$ cat config.mk
export PLATFORM = sky130hd
export DESIGN_NAME = aes_v3_col_seq
export DESIGN_NICKNAME = d
export VERILOG_FILES = /design/src/rtl/aes_v3_pkg.sv /design/src/rtl/aes_v3_col_seq.sv
export SDC_FILE = /design/constraint.sdc
export NUM_CORES = 1
export LEC_CHECK = 0
export ABC_CLOCK_PERIOD_IN_PS = 2200
export BUFFER_PORTS_ARGS = -buffer_cell sky130_fd_sc_hd__buf_2
export CORE_AREA = 2 2 126 128
export DETAILED_ROUTE_END_ITERATION = 10
export DIE_AREA = 0 0 128 130
export PLACE_DENSITY = 0.87
export REMOVE_ABC_BUFFERS = 1
export SYNTH_ARGS = -nofsm -noshare
export SYNTH_HDL_FRONTEND = slang
export SYNTH_SLANG_ARGS = --single-unit
$ cat constraint.sdc
create_clock -name g_clk -period 2.2 [get_ports g_clk]
set_input_delay 0.22 -clock g_clk [delete_from_list [all_inputs] [get_ports g_clk]]
set_output_delay 0.22 -clock g_clk [all_outputs]
set_load 0.01 [all_outputs]
$ cat src/rtl/aes_v3_pkg.sv
// rtl/aes_v3_pkg.sv - shared types and source-word selection for the AES column sequencer
package aes_v3_pkg;

  localparam int WORD_W  = 32;
  localparam int STATE_W = 128;

  typedef enum logic [1:0] {
    IDLE = 2'd0,
    RUN  = 2'd1,
    DONE = 2'd2
  } col_fsm_t;

  // Byte bs of output column col comes from word col+bs (ShiftRows) or col-bs (InvShiftRows).
  function automatic logic [1:0] src_word_idx(input logic [1:0] col,
                                               input logic [1:0] step,
                                               input logic       dec,
                                               input logic       shift_rows);
    if (!shift_rows)
      return col;
    else if (dec)
      return col - step;
    else
      return col + step;
  endfunction

endpackage

$ cat src/rtl/aes_v3_col_seq.sv
// rtl/aes_v3_col_seq.sv - issues four byte operations to a shared aes_v3_2 datapath per round column
module aes_v3_col_seq
  import aes_v3_pkg::*;
#(
  parameter int SHIFT_ROWS = 1
) (
  input  logic               g_clk,
  input  logic               g_reset,
  input  logic               req_valid,
  output logic               req_ready,
  input  logic               req_dec,
  input  logic               req_mix,
  input  logic [1:0]         req_col,
  input  logic [STATE_W-1:0] req_state,
  input  logic [WORD_W-1:0]  req_key,
  output logic               rsp_valid,
  input  logic               rsp_ready,
  output logic [WORD_W-1:0]  rsp_data,
  output logic               aes_valid,
  output logic               aes_dec,
  output logic               aes_mix,
  output logic [WORD_W-1:0]  aes_rs1,
  output logic [WORD_W-1:0]  aes_rs2,
  output logic [1:0]         aes_bs,
  input  logic [WORD_W-1:0]  aes_rd,
  input  logic               aes_ready
);

  col_fsm_t           r_fsm;
  logic [1:0]         r_step;
  logic               r_dec;
  logic               r_mix;
  logic [1:0]         r_col;
  logic [STATE_W-1:0] r_state;
  logic [WORD_W-1:0]  r_acc;
  logic [1:0]         w_src;

  assign w_src = src_word_idx(r_col, r_step, r_dec, SHIFT_ROWS != 0);

  // Every aes_* output is a pure function of registers, so it holds through datapath stalls.
  assign aes_valid = (r_fsm == RUN);
  assign aes_dec   = r_dec;
  assign aes_mix   = r_mix;
  assign aes_bs    = r_step;
  assign aes_rs1   = r_state[{w_src, 5'd0} +: WORD_W];
  assign aes_rs2   = r_acc;

  assign req_ready = (r_fsm == IDLE);
  assign rsp_valid = (r_fsm == DONE);
  assign rsp_data  = r_acc;

  always_ff @(posedge g_clk) begin
    if (g_reset) begin
      r_fsm   <= IDLE;
      r_step  <= 2'd0;
      r_dec   <= 1'b0;
      r_mix   <= 1'b0;
      r_col   <= 2'd0;
      r_state <= '0;
      r_acc   <= '0;
    end else begin
      case (r_fsm)
        IDLE: begin
          if (req_valid) begin
            r_dec   <= req_dec;
            r_mix   <= req_mix;
            r_col   <= req_col;
            r_state <= req_state;
            r_acc   <= req_key;
            r_step  <= 2'd0;
            r_fsm   <= RUN;
          end
        end
        RUN: begin
          if (aes_ready) begin
            r_acc  <= aes_rd;
            r_step <= r_step + 2'd1;
            if (r_step == 2'd3)
              r_fsm <= DONE;
          end
        end
        DONE: begin
          if (rsp_ready)
            r_fsm <= IDLE;
        end
        default: r_fsm <= IDLE;
      endcase
    end
  end

endmodule

---- Yosys cells after proc, flatten, opt, wreduce, memory -nomap -nowiden ----
Index checks and enable logic that the tools add are counted.
word-level totals
  ROM bits ................................ 0
  flip-flop bits (word level) ............. 168
  memory bits (writable) .................. 0
  memories kept ........................... 0
  output and inout bits ................... 103
  logic and storage cells ................. 35
  input bits .............................. 201
  latch bits .............................. 0
cells by class
  order comparisons ....................... 0
  multipliers ............................. 0
  add/subtract/negate cells ............... 3
  div/mod/pow operators ................... 0
  shifts and indexed selects .............. 1
  bitwise gates (word level) .............. 0
  reductions and logical operators ........ 5
  equal/unequal tests ..................... 7
  muxes and demuxes ....................... 12
operators by type and width
  cell                 count
  $shiftx 128x8->32    1
  $mux 32              2
  $pmux 32 s2          1
  $mux 2               7
  $ne 2x1->1 const B   3
  $pmux 2 s3           1
  $eq 2x2->1 const B   2
  $pmux 2 s2           1
  $reduce_and 4->1     1
  $reduce_and 3->1     1
  $add 2x1->2 const B  1
  $add 2x2->2          1
  $eq 2x1->1 const B   1
  $logic_not 2->1      1
  $ne 2x2->1 const B   1
  $reduce_and 2->1     1
  $reduce_bool 2->1    1
  $sub 2x2->2          1

---- Longest topological paths before layout ----
  word-level depth ........................ 4
  gate-level depth with buffers ........... 6
  depth with buffers taken out ............ 5

---- Worst setup path after synthesis ----
No wires, ideal clock.
  path type ............................... reg2out
  start point ............................. register r_step[0], in the netlist aes_bs[0]
  end point ............................... output port aes_rs1[10]
  data required time ...................... 1980 ps
  arrival ................................. 1844 ps
  stages on the path, launching flop included .. 6
  setup slack ............................. 136 ps
  path buffers ............................ 1
  cell sequence ........................... dfxtp_1 -> ha_1 -> mux2i_1 -> xnor2_2 -> buf_6 -> mux4_2
on the way
  word-level cells in the longest chain between the ends .. 3
  elaborated cells on any way between the ends .. 4
  classes of those cells .................. add/sub: 2; shift: 1; mux: 1
RTL lines
  element                                     RTL line                            source
  start, declared                             aes_v3_col_seq.sv:30                logic [1:0] r_step;
  start signal, assigned                      aes_v3_col_seq.sv:77                r_step <= r_step + 2'd1;
  $add 2x2->2 or $sub 2x2->2 (tied branches)  aes_v3_pkg.sv:23, aes_v3_pkg.sv:21
  $mux 2 *                                    aes_v3_pkg.sv:20                    else if (dec)
  $shiftx 128x8->32 *                         aes_v3_col_seq.sv:45                assign aes_rs1 = r_state[{w_src, 5'd0} +: WORD_W];
  end, declared                               aes_v3_col_seq.sv:22                output logic [WORD_W-1:0] aes_rs1,
Every way passes the cells marked *; elsewhere a longest branch is shown, timed or not.

---- Final worst setup path ----
  start point ............................. register r_col[0]
  end point ............................... output port aes_rs1[3]
on the way
  word-level cells in the longest chain between the ends .. 3
  elaborated cells on any way between the ends .. 4
  classes of those cells .................. add/sub: 2; shift: 1; mux: 1
RTL lines
  element                                     RTL line                            source
  start, declared                             aes_v3_col_seq.sv:33                logic [1:0] r_col;
  start signal, assigned                      aes_v3_col_seq.sv:67                r_col <= req_col;
  $add 2x2->2 or $sub 2x2->2 (tied branches)  aes_v3_pkg.sv:23, aes_v3_pkg.sv:21
  $mux 2 *                                    aes_v3_pkg.sv:20
  $shiftx 128x8->32 *                         aes_v3_col_seq.sv:45
Marked as above.

==> results.md <==
Clock network:
- The clock tree root driver cell is clkbuf_16.
- The latest clock arrival within the worst-skew pair is between 0.4 and 0.5 ns.
- TritonCTS built the clock tree.
- The clock passes through at most 2 buffers.
- The TritonCTS buffer count is 17.
- The sink count of the clock tree is about 170.
- Hold repair after CTS inserted 0 buffers.
- The clock-pin slew of the registers on the worst-case setup and hold paths is 0.06 ns.
- The H-tree depth reported by CTS is 4.

Synth:
- The sequential cell area fraction in the yosys report is 47.0%.
- Of the total synthesized cell area, the portion taken by XOR and XNOR cells is 0.350%.
- The post-synth design cell area is roughly 7000 um^2.
- Summing the areas of all compound-gate instances in the mapped netlist gives between 10% and 20% of the synthesized area.
- The share of flip-flops with an asynchronous set or reset is 0%.
- For this run, the number of Yosys warnings is 0.
- Of the total synthesized cell area, the portion taken by full adders, half adders and majority gates is 0.350%.
- By area the synthesized netlist is led by dfxtp_1, nand2_1, a21oi_1.
- The combinational family with the most area after synthesis is simple AND/OR/NAND/NOR gates.
- Synthesis produced a netlist whose cell count is around 860.
- After synthesis, the largest area contributor takes up a little under half of total cell area.
- The post-synthesis simple-gate area fraction is between 20% and 30%.
- The netlist uses 27 different library cells.
- The number of synthesized flops with an enable pin is 0.
- In the synthesized netlist the dominant register cell turns out to be dfxtp_1.
- The number of register bits inferred by synthesis is 168.
- Averaged over all synthesized cells, the footprint is 8.37 um^2.
- Counting instances in the post-synthesis netlist gives the leading cell types as nand2_1, dfxtp_1, a21oi_1.
- The post-synthesis cell type with the largest combined area is dfxtp_1.
- The cell with the most instances after synthesis is nand2_1.
- The portion of netlist area occupied by mux cells is roughly a tenth.

Final layout:
- The share of the core filled with cells in the final layout is about three fifths.
- The finished cells cover around 9500 um^2.
- The number of cells in the finished layout apart from fillers is around 1300.
- The final layout contains 1305 nets.
- Cells with a size suffix above 1 make up between 30% and 40% of the layout.
- Relative to the synthesized area, the layout overhead comes to 33.3%.

Timing:
- The count of endpoints failing setup in the final report is 32.
- After layout, the worst setup slack is -0.408 ns.
- For the pin with the worst max-slew slack, the measured transition is approximately 0.56 ns.
- The post-route fraction of the period consumed by the critical path is 119%.
- Across all hold checks on the routed design, the worst slack comes to between 0.03 and 0.04 ns.
- The time the worst path needs with I/O delays and setup is 2.61 ns.
- The count of endpoints failing hold in the final timing report is 0.
- The final max-slew violation count came to 0.
- Measured against its own limit, the worst slew margin works out to 62.4%.
- The top achievable clock speed is 0.383 GHz.
- Setup repair after global routing could not meet its margin everywhere.
- Summed over all failing endpoints, the final setup total negative slack is -11.36 ns.
- The clock arrives with ~0.0077 ns of skew.

Detailed routing:
- In this run the top signal layer used is met4.
- The number of search-and-repair iterations in the first detailed-routing pass is 5.
- Dividing the detail-routed wire length by the instance count gives about 16 um.
- The met3 wirelength from detailed routing is ~1400 um.
- The final layout contains routed wiring with a total length of roughly 22000 um.
- After detailed routing, the number of remaining DRC violations is 0.
- The met2 wire length is ~11000 um.
- The final route contains between 7000 and 8000 vias.
- For this block, the initial DRC count from the detailed router was 410.
- The routed metal-1 wire length is between 8000 and 9000 um.
- Dividing the detail-routed via count by the number of cells gives 5.39.
- The remaining antenna violation count after routing is 0.

Power:
- Across the VDD grid, the largest voltage drop is just over 0.0005 V.
- The leakage component of the power is 4.23 nW.
- Dividing total power by cell area gives a power density of 844 nW/um^2.

Setup path:
- Traced cell by cell, the critical path runs through inv_1 -> ha_2 -> xnor2_4 -> xnor2_4 -> buf_12 -> buf_12 -> buf_8 -> mux4_2 -> buf_6.
- The worst setup path is launched from a flop.
- The required time at the worst-slack endpoint is 1.98 ns.
- The master of the slowest instance on the critical path is mux4_2.
- Broken down by cell family, the worst path's largest delay share belongs to buffers and inverters.
- STA classifies the critical path endpoint as an output pin.
- The worst endpoint data arrival time is 2.39 ns.
- The number of buffer and inverter stages on the critical path is 5.
- The worst setup slack for register-to-register paths is 0.41 ns.
- The class of the most critical setup path is flop to output pin.
- Along the worst path, the maximum fanout reaches 6.
- The largest stage delay on the critical path is around 0.5 ns.

Placement:
- In this run the cell area measured after placement is roughly 8600 um^2.
- The congestion estimate from routability-driven global placement came to approximately 0.89.
- Detailed placement finished with a half-perimeter wire length of between 15000 and 20000 um.
- The count of buffers added on input and output ports is about 300.
- The post-placement cell count is roughly 1300.

Outcome:
- The final reports fail on negative setup slack.
- The run finished, with violations left.

Global routing:
- The initial antenna violation count is 4.
- After global routing the overflow that remains totals 0.
- The wire length of the first global-routing pass is around 32000 um.
- The number of global-route vias before repair came to about 6400.
- The global routing usage summed across all routing layers is between 20% and 30%.
- The largest net degree at the start of global routing is 110.

Die:
- The die outline height is 130 um.
- The floorplan has 46 rows.
- Pin placement for this block handled roughly 300 I/O pins.
- The floorplan step defined a core boundary enclosing 15400 um^2.
- The initial core utilization is about 46%.
- The die area is between 15000 and 20000 um^2.
- The horizontal die dimension is approximately 130 um.

Run:
- The max-capacitance violation count is 0.

Hold path:
- The class of the worst hold path is input port to flop.
-- kinds of logic after synthesis --
logic type      after synthesis
simple gates                375
compound gates              168
mux                          33
fa+ha+maj                     2
flops                       168
xor+xnor                      2
buf+inv                     107
-- repair_timing --
item,CTS,global route
gates cloned,1,0
resized for setup,20,15
setup buffers,4,0
setup endpoints to repair,32,32
pin swaps,3,2
-- path summary, 6_finish.rpt --
path,start,end,cells past startpoint
setup / recovery,r_col[0]$_SDFFE_PP0P_,aes_rs1[3],9
hold / removal,req_state[33],r_state[33]$_SDFFE_PP0P_,3
setup reg to reg,r_fsm[0]$_SDFFE_PP0P_,r_state[124]$_SDFFE_PP0P_,4
hold reg to reg,aes_mix$_SDFFE_PP0P_,aes_mix$_SDFFE_PP0P_,2
-- routing by layer --
| layer | global-route usage, % | vias up |
|---|---|---|
| met5 | 0 | - |
| met4 | 15.9 | 0 |
| met3 | 5.17 | 72 |
| met2 | 43.3 | 360 |
| met1 | 27.9 | 3272 |
| li1 | - | 3371 |
-- layout make-up --
| class | count | area, um^2 |
|---|---|---|
| multi-input cells | 580 | 3290 |
| diodes | 5 | 12.5 |
| clock inverters | 9 | 139 |
| repair buffers | 332 | 2010 |
| well taps | 192 | 240 |
| inverters | 3 | 11.3 |
| fillers | 1261 | 5880 |
| flip-flops and latches | 168 | 3370 |
| clock buffers | 23 | 478 |
-- registers in the layout, summed over array words and instances, names as in the netlist --
name     count
aes_mix      1
r_state    128
r_fsm        2
aes_dec      1
r_col        2
aes_rs2     32
aes_bs       2
-- power breakdown --
group / switching [W] / internal, W
Combinational: 0.000798 / 0.000768
Sequential: 0.000141 / 0.00326
Clock: 0.00120 / 0.00189
Total: 0.00214 / 0.00591
-- worst reg2reg max path: stages (launching register included) --
cell,delay [ns]
dfxtp_1,0.46
or3b_4,0.37
buf_4,0.54
nand2_1,0.15
a21oi_1,0.19
-- placed cells by master, fill, tap and decap left out, drive strengths merged, types with 4 or more instances in the layout --
cell,instances
a311oi,32
a21oi,135
diode,5
nand2,331
buf,332
nor3,32
dfxtp,168
clkbuf,23
mux4,32
inv,4
-- through the flow --
| step | power [W] | setup WS (ns) |
|---|---|---|
| floorplan | 0.00422 | -7.39 |
| global placement | 0.00485 | -0.134 |
| detailed placement | 0.00488 | -0.196 |
| CTS | 0.00808 | -0.430 |
| global route | 0.00840 | -0.473 |
| finish | 0.00805 | -0.408 |
(Power assumes the default switching activity.)
